--- src/rtl/fetch_pkg.sv ---
// Shared types and constants for the instruction-fetch stage.
// Latency: n/a (types only).
// Backpressure: n/a.
package fetch_pkg;

    localparam logic [31:0] NOP     = 32'h0000_0000;
    localparam int          ENTRY_W = 64;

    typedef enum logic [1:0] {
        S_REQ  = 2'd0,   // request outstanding, data is kept on ack
        S_DROP = 2'd1,   // request outstanding, data is thrown away on ack
        S_FULL = 2'd2    // buffer full, no request issued
    } state_t;

    // One buffered fetch: PC+4 of the instruction and the instruction word.
    typedef struct packed {
        logic [31:0] pc4;
        logic [31:0] ins;
    } entry_t;

endpackage

--- src/rtl/fetch_fifo.sv ---
// Small synchronous FIFO holding fetched {pc+4, instruction} entries.
// Latency: a push is visible at o_head the cycle after it is written into an empty FIFO.
// Backpressure: push is ignored only when full without a pop; flush empties and wins over push/pop.
// Ports: clk, rst (sync, active high), i_push/i_push_dat, i_pop, i_flush, o_count, o_head.
module fetch_fifo #(
    parameter int DEPTH = 2,
    parameter int W     = 64
) (
    input  logic                   clk,
    input  logic                   rst,
    input  logic                   i_push,
    input  logic [W-1:0]           i_push_dat,
    input  logic                   i_pop,
    input  logic                   i_flush,
    output logic [$clog2(DEPTH):0] o_count,
    output logic [W-1:0]           o_head
);

    localparam int AW = $clog2(DEPTH);
    localparam int CW = AW + 1;

    logic [W-1:0]  r_mem [DEPTH];
    logic [AW-1:0] r_rd;
    logic [AW-1:0] r_wr;
    logic [CW-1:0] r_count;
    logic          w_do_pop;
    logic          w_do_push;

    assign w_do_pop  = i_pop && (r_count != '0);
    // A pop frees the slot the same cycle, so push is accepted even when full.
    assign w_do_push = i_push && ((r_count != CW'(DEPTH)) || w_do_pop);

    always_ff @(posedge clk) begin
        if (rst || i_flush) begin
            r_rd    <= '0;
            r_wr    <= '0;
            r_count <= '0;
        end else begin
            if (w_do_push) r_wr <= r_wr + AW'(1);
            if (w_do_pop)  r_rd <= r_rd + AW'(1);
            r_count <= r_count + CW'(w_do_push) - CW'(w_do_pop);
        end
    end

    // Storage needs no reset: the count alone says which entries are live.
    always_ff @(posedge clk) begin
        if (w_do_push && !i_flush) r_mem[r_wr] <= i_push_dat;
    end

    assign o_count = r_count;
    assign o_head  = r_mem[r_rd];

endmodule

--- src/rtl/fetch_unit.sv ---
// Instruction fetch: owns the fetch PC, runs a req/ack handshake to instruction memory
// and buffers words for decode. Latency: ack in N -> word at id in N+1.
// Backpressure: stall holds the head; when the buffer is full no request is issued.
// Ports: clk, rst, stall, redirect/redirect_pc, im_req/im_addr/im_ack/im_rdata,
//        id_valid/id_ins/id_pc_plus_4.
module fetch_unit
    import fetch_pkg::*;
#(
    parameter logic [31:0] RESET_PC   = 32'h0000_0000,
    parameter int          IM_AW      = 10,
    parameter int          FIFO_DEPTH = 2
) (
    input  logic             clk,
    input  logic             rst,
    input  logic             stall,
    input  logic             redirect,
    input  logic [31:0]      redirect_pc,
    output logic             im_req,
    output logic [IM_AW-1:0] im_addr,
    input  logic             im_ack,
    input  logic [31:0]      im_rdata,
    output logic             id_valid,
    output logic [31:0]      id_ins,
    output logic [31:0]      id_pc_plus_4
);

    localparam int CW = $clog2(FIFO_DEPTH) + 1;

    state_t        r_state;
    logic [31:0]   r_pc;
    logic [31:0]   r_pend;

    logic [31:0]   w_tgt;
    logic          w_push;
    logic          w_pop;
    logic [CW-1:0] w_count;
    logic [CW-1:0] w_count_nxt;
    entry_t        w_push_dat;
    entry_t        w_head;

    assign w_tgt       = redirect_pc & ~32'd3;
    assign id_valid    = (w_count != '0);
    assign w_pop       = id_valid && !stall && !redirect;
    assign w_push      = (r_state == S_REQ) && im_ack && !redirect;
    assign w_push_dat  = '{pc4: r_pc + 32'd4, ins: im_rdata};
    assign w_count_nxt = w_count + CW'(w_push) - CW'(w_pop);

    fetch_fifo #(
        .DEPTH (FIFO_DEPTH),
        .W     (ENTRY_W)
    ) u_fifo (
        .clk        (clk),
        .rst        (rst),
        .i_push     (w_push),
        .i_push_dat (w_push_dat),
        .i_pop      (w_pop),
        .i_flush    (redirect),
        .o_count    (w_count),
        .o_head     (w_head)
    );

    always_ff @(posedge clk) begin
        if (rst) begin
            r_state <= S_REQ;
            r_pc    <= RESET_PC;
            r_pend  <= '0;
        end else begin
            case (r_state)
                S_REQ: begin
                    if (redirect) begin
                        if (im_ack) begin
                            r_pc <= w_tgt;
                        end else begin
                            // Request still in flight: remember target, discard its data later.
                            r_pend  <= w_tgt;
                            r_state <= S_DROP;
                        end
                    end else if (im_ack) begin
                        r_pc <= r_pc + 32'd4;
                        if (w_count_nxt == CW'(FIFO_DEPTH)) r_state <= S_FULL;
                    end
                end
                S_DROP: begin
                    if (im_ack) begin
                        // A redirect arriving with the ack is the newest target.
                        r_pc    <= redirect ? w_tgt : r_pend;
                        r_state <= S_REQ;
                    end else if (redirect) begin
                        r_pend <= w_tgt;
                    end
                end
                S_FULL: begin
                    if (redirect) begin
                        r_pc    <= w_tgt;
                        r_state <= S_REQ;
                    end else if (w_pop) begin
                        r_state <= S_REQ;
                    end
                end
                default: r_state <= S_REQ;
            endcase
        end
    end

    assign im_req       = !rst && (r_state != S_FULL);
    assign im_addr      = r_pc[IM_AW+1:2];
    assign id_ins       = id_valid ? w_head.ins : NOP;
    assign id_pc_plus_4 = id_valid ? w_head.pc4 : 32'h0;

endmodule
--- config.mk ---
export PLATFORM = sky130hd
export DESIGN_NAME = fetch_unit
export DESIGN_NICKNAME = d
export VERILOG_FILES = /design/src/rtl/fetch_pkg.sv /design/src/rtl/fetch_fifo.sv /design/src/rtl/fetch_unit.sv
export SDC_FILE = /design/constraint.sdc
export NUM_CORES = 1
export LEC_CHECK = 0
export ABC_AREA = 1
export BUFFER_PORTS_ARGS = -buffer_cell sky130_fd_sc_hd__buf_2
export CORE_AREA = 2 2 168 170
export DETAILED_ROUTE_END_ITERATION = 7
export DIE_AREA = 0 0 170 172
export PLACE_DENSITY = 0.58
export SYNTH_ARGS = -nofsm -noshare
export SYNTH_HDL_FRONTEND = slang
export SYNTH_SLANG_ARGS = --single-unit
--- constraint.sdc ---
create_clock -name clk -period 4.7 [get_ports clk]
set_clock_uncertainty 0.1 [all_clocks]
set_input_delay 0.235 -clock clk [delete_from_list [all_inputs] [get_ports clk]]
set_output_delay 0.235 -clock clk [all_outputs]
set_load 0.005 [all_outputs]
==> impl_metrics.csv <==
group,metric,value,unit
worst_setup_path,worstPathArrival,3.15,ns
drt,final_antenna_net_count,0,
synthesis,yosysSeqAreaShare,54.4,%
worst_setup_path,worstReg2RegStart,"r_state[0]$_SDFFE_PP0P_",
global_routing,grt_max_degree,65,
die,rows,61,
die,die_h,172,um
power_and_ir_drop,seq_power_share,45.4,%
global_routing,grt_antenna_before_repair,4,
worst_setup_path,start_kind,"flip-flop",
clock_network,cts-buffers-inserted,17,
power_and_ir_drop,clkPwrFrac,28.2,%
global_routing,grt_first_pass_wirelength,38900,um
die,io_pins,145,
worst_setup_path,critPathCapture,"r_pc[2]$_SDFFE_PP0P_",
drt,wl_per_cell,15.3,um
job,drv_cap,0,
synthesis,synth_ff_type,"edfxtp_1",
sta,fin_crit_sh,61.4,%
clock_network,root_buffer,"clkbuf_16",
worst_setup_path,worstSetupPathDepth,9,
placed_design,dpl_cell_area,0.0106,mm2
drt,avgViaCountPerCell,4.92,
worst_setup_path,cp_slowest_cell,"ha_1",
synthesis,syn_area,0.00969,mm2
power_and_ir_drop,p_sw_share,33.3,%
clock_network,clock_path_buffers,2,
synthesis,netlist_instances,1142,
worst_setup_path,r2r-end,"r_pc[2]$_SDFFE_PP0P_",
drt,drtIter0Drc,629,
worst_setup_path,critPathMaxFanout,27,
layout,final_area,0.0115,mm2
drt,firstDrtPassIters,5,
power_and_ir_drop,p_int,3470,uW
worst_setup_path,end_kind,"flip-flop",
worst_setup_path,path_buf_inv,3,
drt,wl,25000,um
drt,vias,8053,
placed_design,io_buffers,142,
power_and_ir_drop,leakage,0.00468,uW
layout,drive_gt1_share,17.7,%
worst_setup_path,crit_family,"buffers and inverters",
sta,hold_viol_final,0,
sta,rsz0062_at_grt,"false",
sta,setup_viol,0,
synthesis,synth-edff-count,128,
sta,slew_headroom,17.6,%
synthesis,syn_area_per_cell,8.48,um2
layout,areaGrowthSynthToFinish,19.1,%
sta,max_freq,347,MHz
drt,drc,0,
sta,slew_viol_final,0,
worst_setup_path,crit_chain,"inv_1, ha_1, inv_2, nor2_2, nor3_4, inv_2, a21oi_1, o21ai_0, a21oi_1",
power_and_ir_drop,powerDensity,451,mW/mm2
synthesis,ys_ff_latch,199,
global_routing,overflow,0,
power_and_ir_drop,comb_power_share,26.4,%
worst_setup_path,crit_type,"reg -> reg",
synthesis,async_flop_share,0,%
worst_setup_path,rrSetupSlack,1.81,ns
placed_design,gp_congestion,0.836,
worst_setup_path,required,4.97,ns
run_status,status,"finished, final reports clean",
synthesis,ys_types,34,
clock_network,clk_latency,0.43,ns
synthesis,yosysWarnings,0,
power_and_ir_drop,peakVddDrop,0.246,mV
worst_setup_path,r2r_cells,9,
die,initial_core_util,35.3,%
clock_network,clk_pin_slew,0.07,ns
clock_network,cts.sink_count,199,
sta,fin_tns_setup,0,ns
placed_design,hpwl,16300,um
die,die-area,0.0292,mm2
clock_network,htreeDepth,4,
clock_network,post_cts_buffers,0,
worst_setup_path,cpPeakStageDelay,0.63,ns
placed_design,place_ws,1.81,ns
sta,max_slew.worst_pin.slew,1.24,ns
layout,nets,1354,
power_and_ir_drop,netSwitchingPower,1730,uW
clock_network,cts_tree,"yes",
synthesis,synth.net_count,1220,
worst_setup_path,crit_start,"r_state[0]$_SDFFE_PP0P_",
die,core_area,0.0275,mm2
sta,timing.final.ws_setup,1.81,ns
hold_path,hp-class,"in -> reg",
sta,holdWs,0.0145,ns
global_routing,grt_util_all_layers,17.1,%
die,die_w,170,um
layout,utilization,42.0,%
sta,post-route-min-period,2.89,ns
global_routing,grt_pass1_vias,7227,
==> layer usage <==
metal | wire (um) | global-route usage (%) | up-vias | share of wire (%)
met5 | 33 | 0 | - | 0.13
li1 | - | - | 4102 | -
met2 | 11200 | 26.8 | 200 | 45
met1 | 12300 | 23.9 | 3720 | 49
met4 | 267 | 4.57 | 6 | 1.1
met3 | 1240 | 3.80 | 25 | 4.9
==> worst min path at each step <==
stage                    start                       endpoint  slack [ns]  cells after the start
6_report       redirect_pc[10]        r_pend[10]$_SDFFE_PP0P_        0.01                      3
5_1_grt        redirect_pc[12]        r_pend[12]$_SDFFE_PP0P_        0.01                      3
4_1_cts        redirect_pc[24]        r_pend[24]$_SDFFE_PP0P_       0.003                      3
3_5_place_dp       im_rdata[7]   u_fifo.r_mem[0][7]$_DFFE_PP_        0.33                      1
3_3_place_gp      im_rdata[22]  u_fifo.r_mem[0][22]$_DFFE_PP_        0.32                      1
2_1_floorplan              rst          r_pc[11]$_SDFFE_PP0P_        0.20                      1
==> synth_stat cells, types with 9 or more instances <==
library cell / instances / share of area, %
nand2_1: 389 / 15
a21oi_1: 229 / 12
edfxtp_1: 128 / 40
dfxtp_1: 71 / 15
o21ai_0: 69 / 3.6
clkbuf_1: 41 / 1.6
inv_1: 41 / 1.6
nor2_1: 35 / 1.4
nand3_1: 24 / 1.2
buf_2: 13 / 0.67
inv_2: 11 / 0.43
nor2_4: 11 / 1.3
buf_4: 10 / 0.78
ha_1: 9 / 1.2
==> state kept, by name, summed over array words and instances, names as in the netlist, named ones only <==
signal,count
u_fifo.r_mem,128
r_pc,32
r_pend,32
r_state,2
u_fifo.o_count,2
u_fifo.r_rd,1
u_fifo.r_wr,1
==> power by group through the flow <==
| stage | logic [uW] | registers, uW | clock network [uW] |
|---|---|---|---|
| floorplan | 1010 | 2350 | 0 |
| global placement | 1320 | 2390 | 0 |
| detailed placement | 1340 | 2400 | 0 |
| CTS | 1370 | 2360 | 1510 |
| global route | 1570 | 2390 | 1570 |
| finish | 1370 | 2360 | 1470 |
==> metrics by stage <==
step | power (uW) | std cells
finish | 5200 | 1636
global route | 5530 | 1635
CTS | 5240 | 1635
detailed placement | 3740 | 1570
global placement | 3720 | 1570
floorplan | 3360 | 1142
==> cell families (layout without fill, tap and decap cells) <==
logic type	count (synthesis)	in the layout	share of synthesized area [%]
AO/OA/AOI/OAI	309	309	16.3
XOR/XNOR	17	17	1.92
AND/OR/NAND/NOR	483	483	20.7
other	0	1	0
adder cells (fa/ha/maj)	9	9	1.16
flip-flops	199	199	54.4
buffers and inverters	125	272	5.50
==> worst min-delay path: cells and delay by family <==
family,cells,cell delay (ns)
buffers and inverters,1,0.11
AO/OA/AOI/OAI,2,0.17
==> layout by cell type (no fill, tap or decap), types with 2 or more instances in the layout <==
| master | n |
|---|---|
| inv_6 | 2 |
| clkbuf_16 | 17 |
| nand2_2 | 2 |
| ha_1 | 9 |
| nor2_4 | 13 |
| inv_2 | 11 |
| dfxtp_1 | 70 |
| a21oi_2 | 3 |
| clkinv_1 | 6 |
| buf_2 | 142 |
| edfxtp_1 | 128 |
| a21oi_1 | 229 |
| inv_1 | 40 |
| nor2_2 | 6 |
| nor2_1 | 33 |
| a31oi_1 | 3 |
| nand3b_1 | 4 |
| xnor2_1 | 6 |
| o211a_1 | 2 |
| nand2_4 | 2 |
| nand3_1 | 24 |
| bufinv_16 | 3 |
| xor2_1 | 6 |
| xor2_2 | 5 |
| dlygate4sd3_1 | 33 |
| buf_4 | 12 |
| nand2_1 | 389 |
| and2_1 | 6 |
| clkinv_2 | 2 |
| or2_2 | 2 |
| o21ai_0 | 69 |
==> layout make-up <==
class / count / area (um2)
diodes: 1 / 2.50
inverters: 52 / 195
multi-input cells: 818 / 3900
fillers: 2725 / 15900
repair buffers: 188 / 1150
clock buffers: 17 / 425
well taps: 346 / 433
flip-flops and latches: 199 / 5270
clock inverters: 15 / 158
==> repair_timing <==
action,in CTS,in global routing
endpoints found under the hold margin,65,0
hold buffers,33,0
resized for setup,0,0
(Power assumes the default switching activity.)
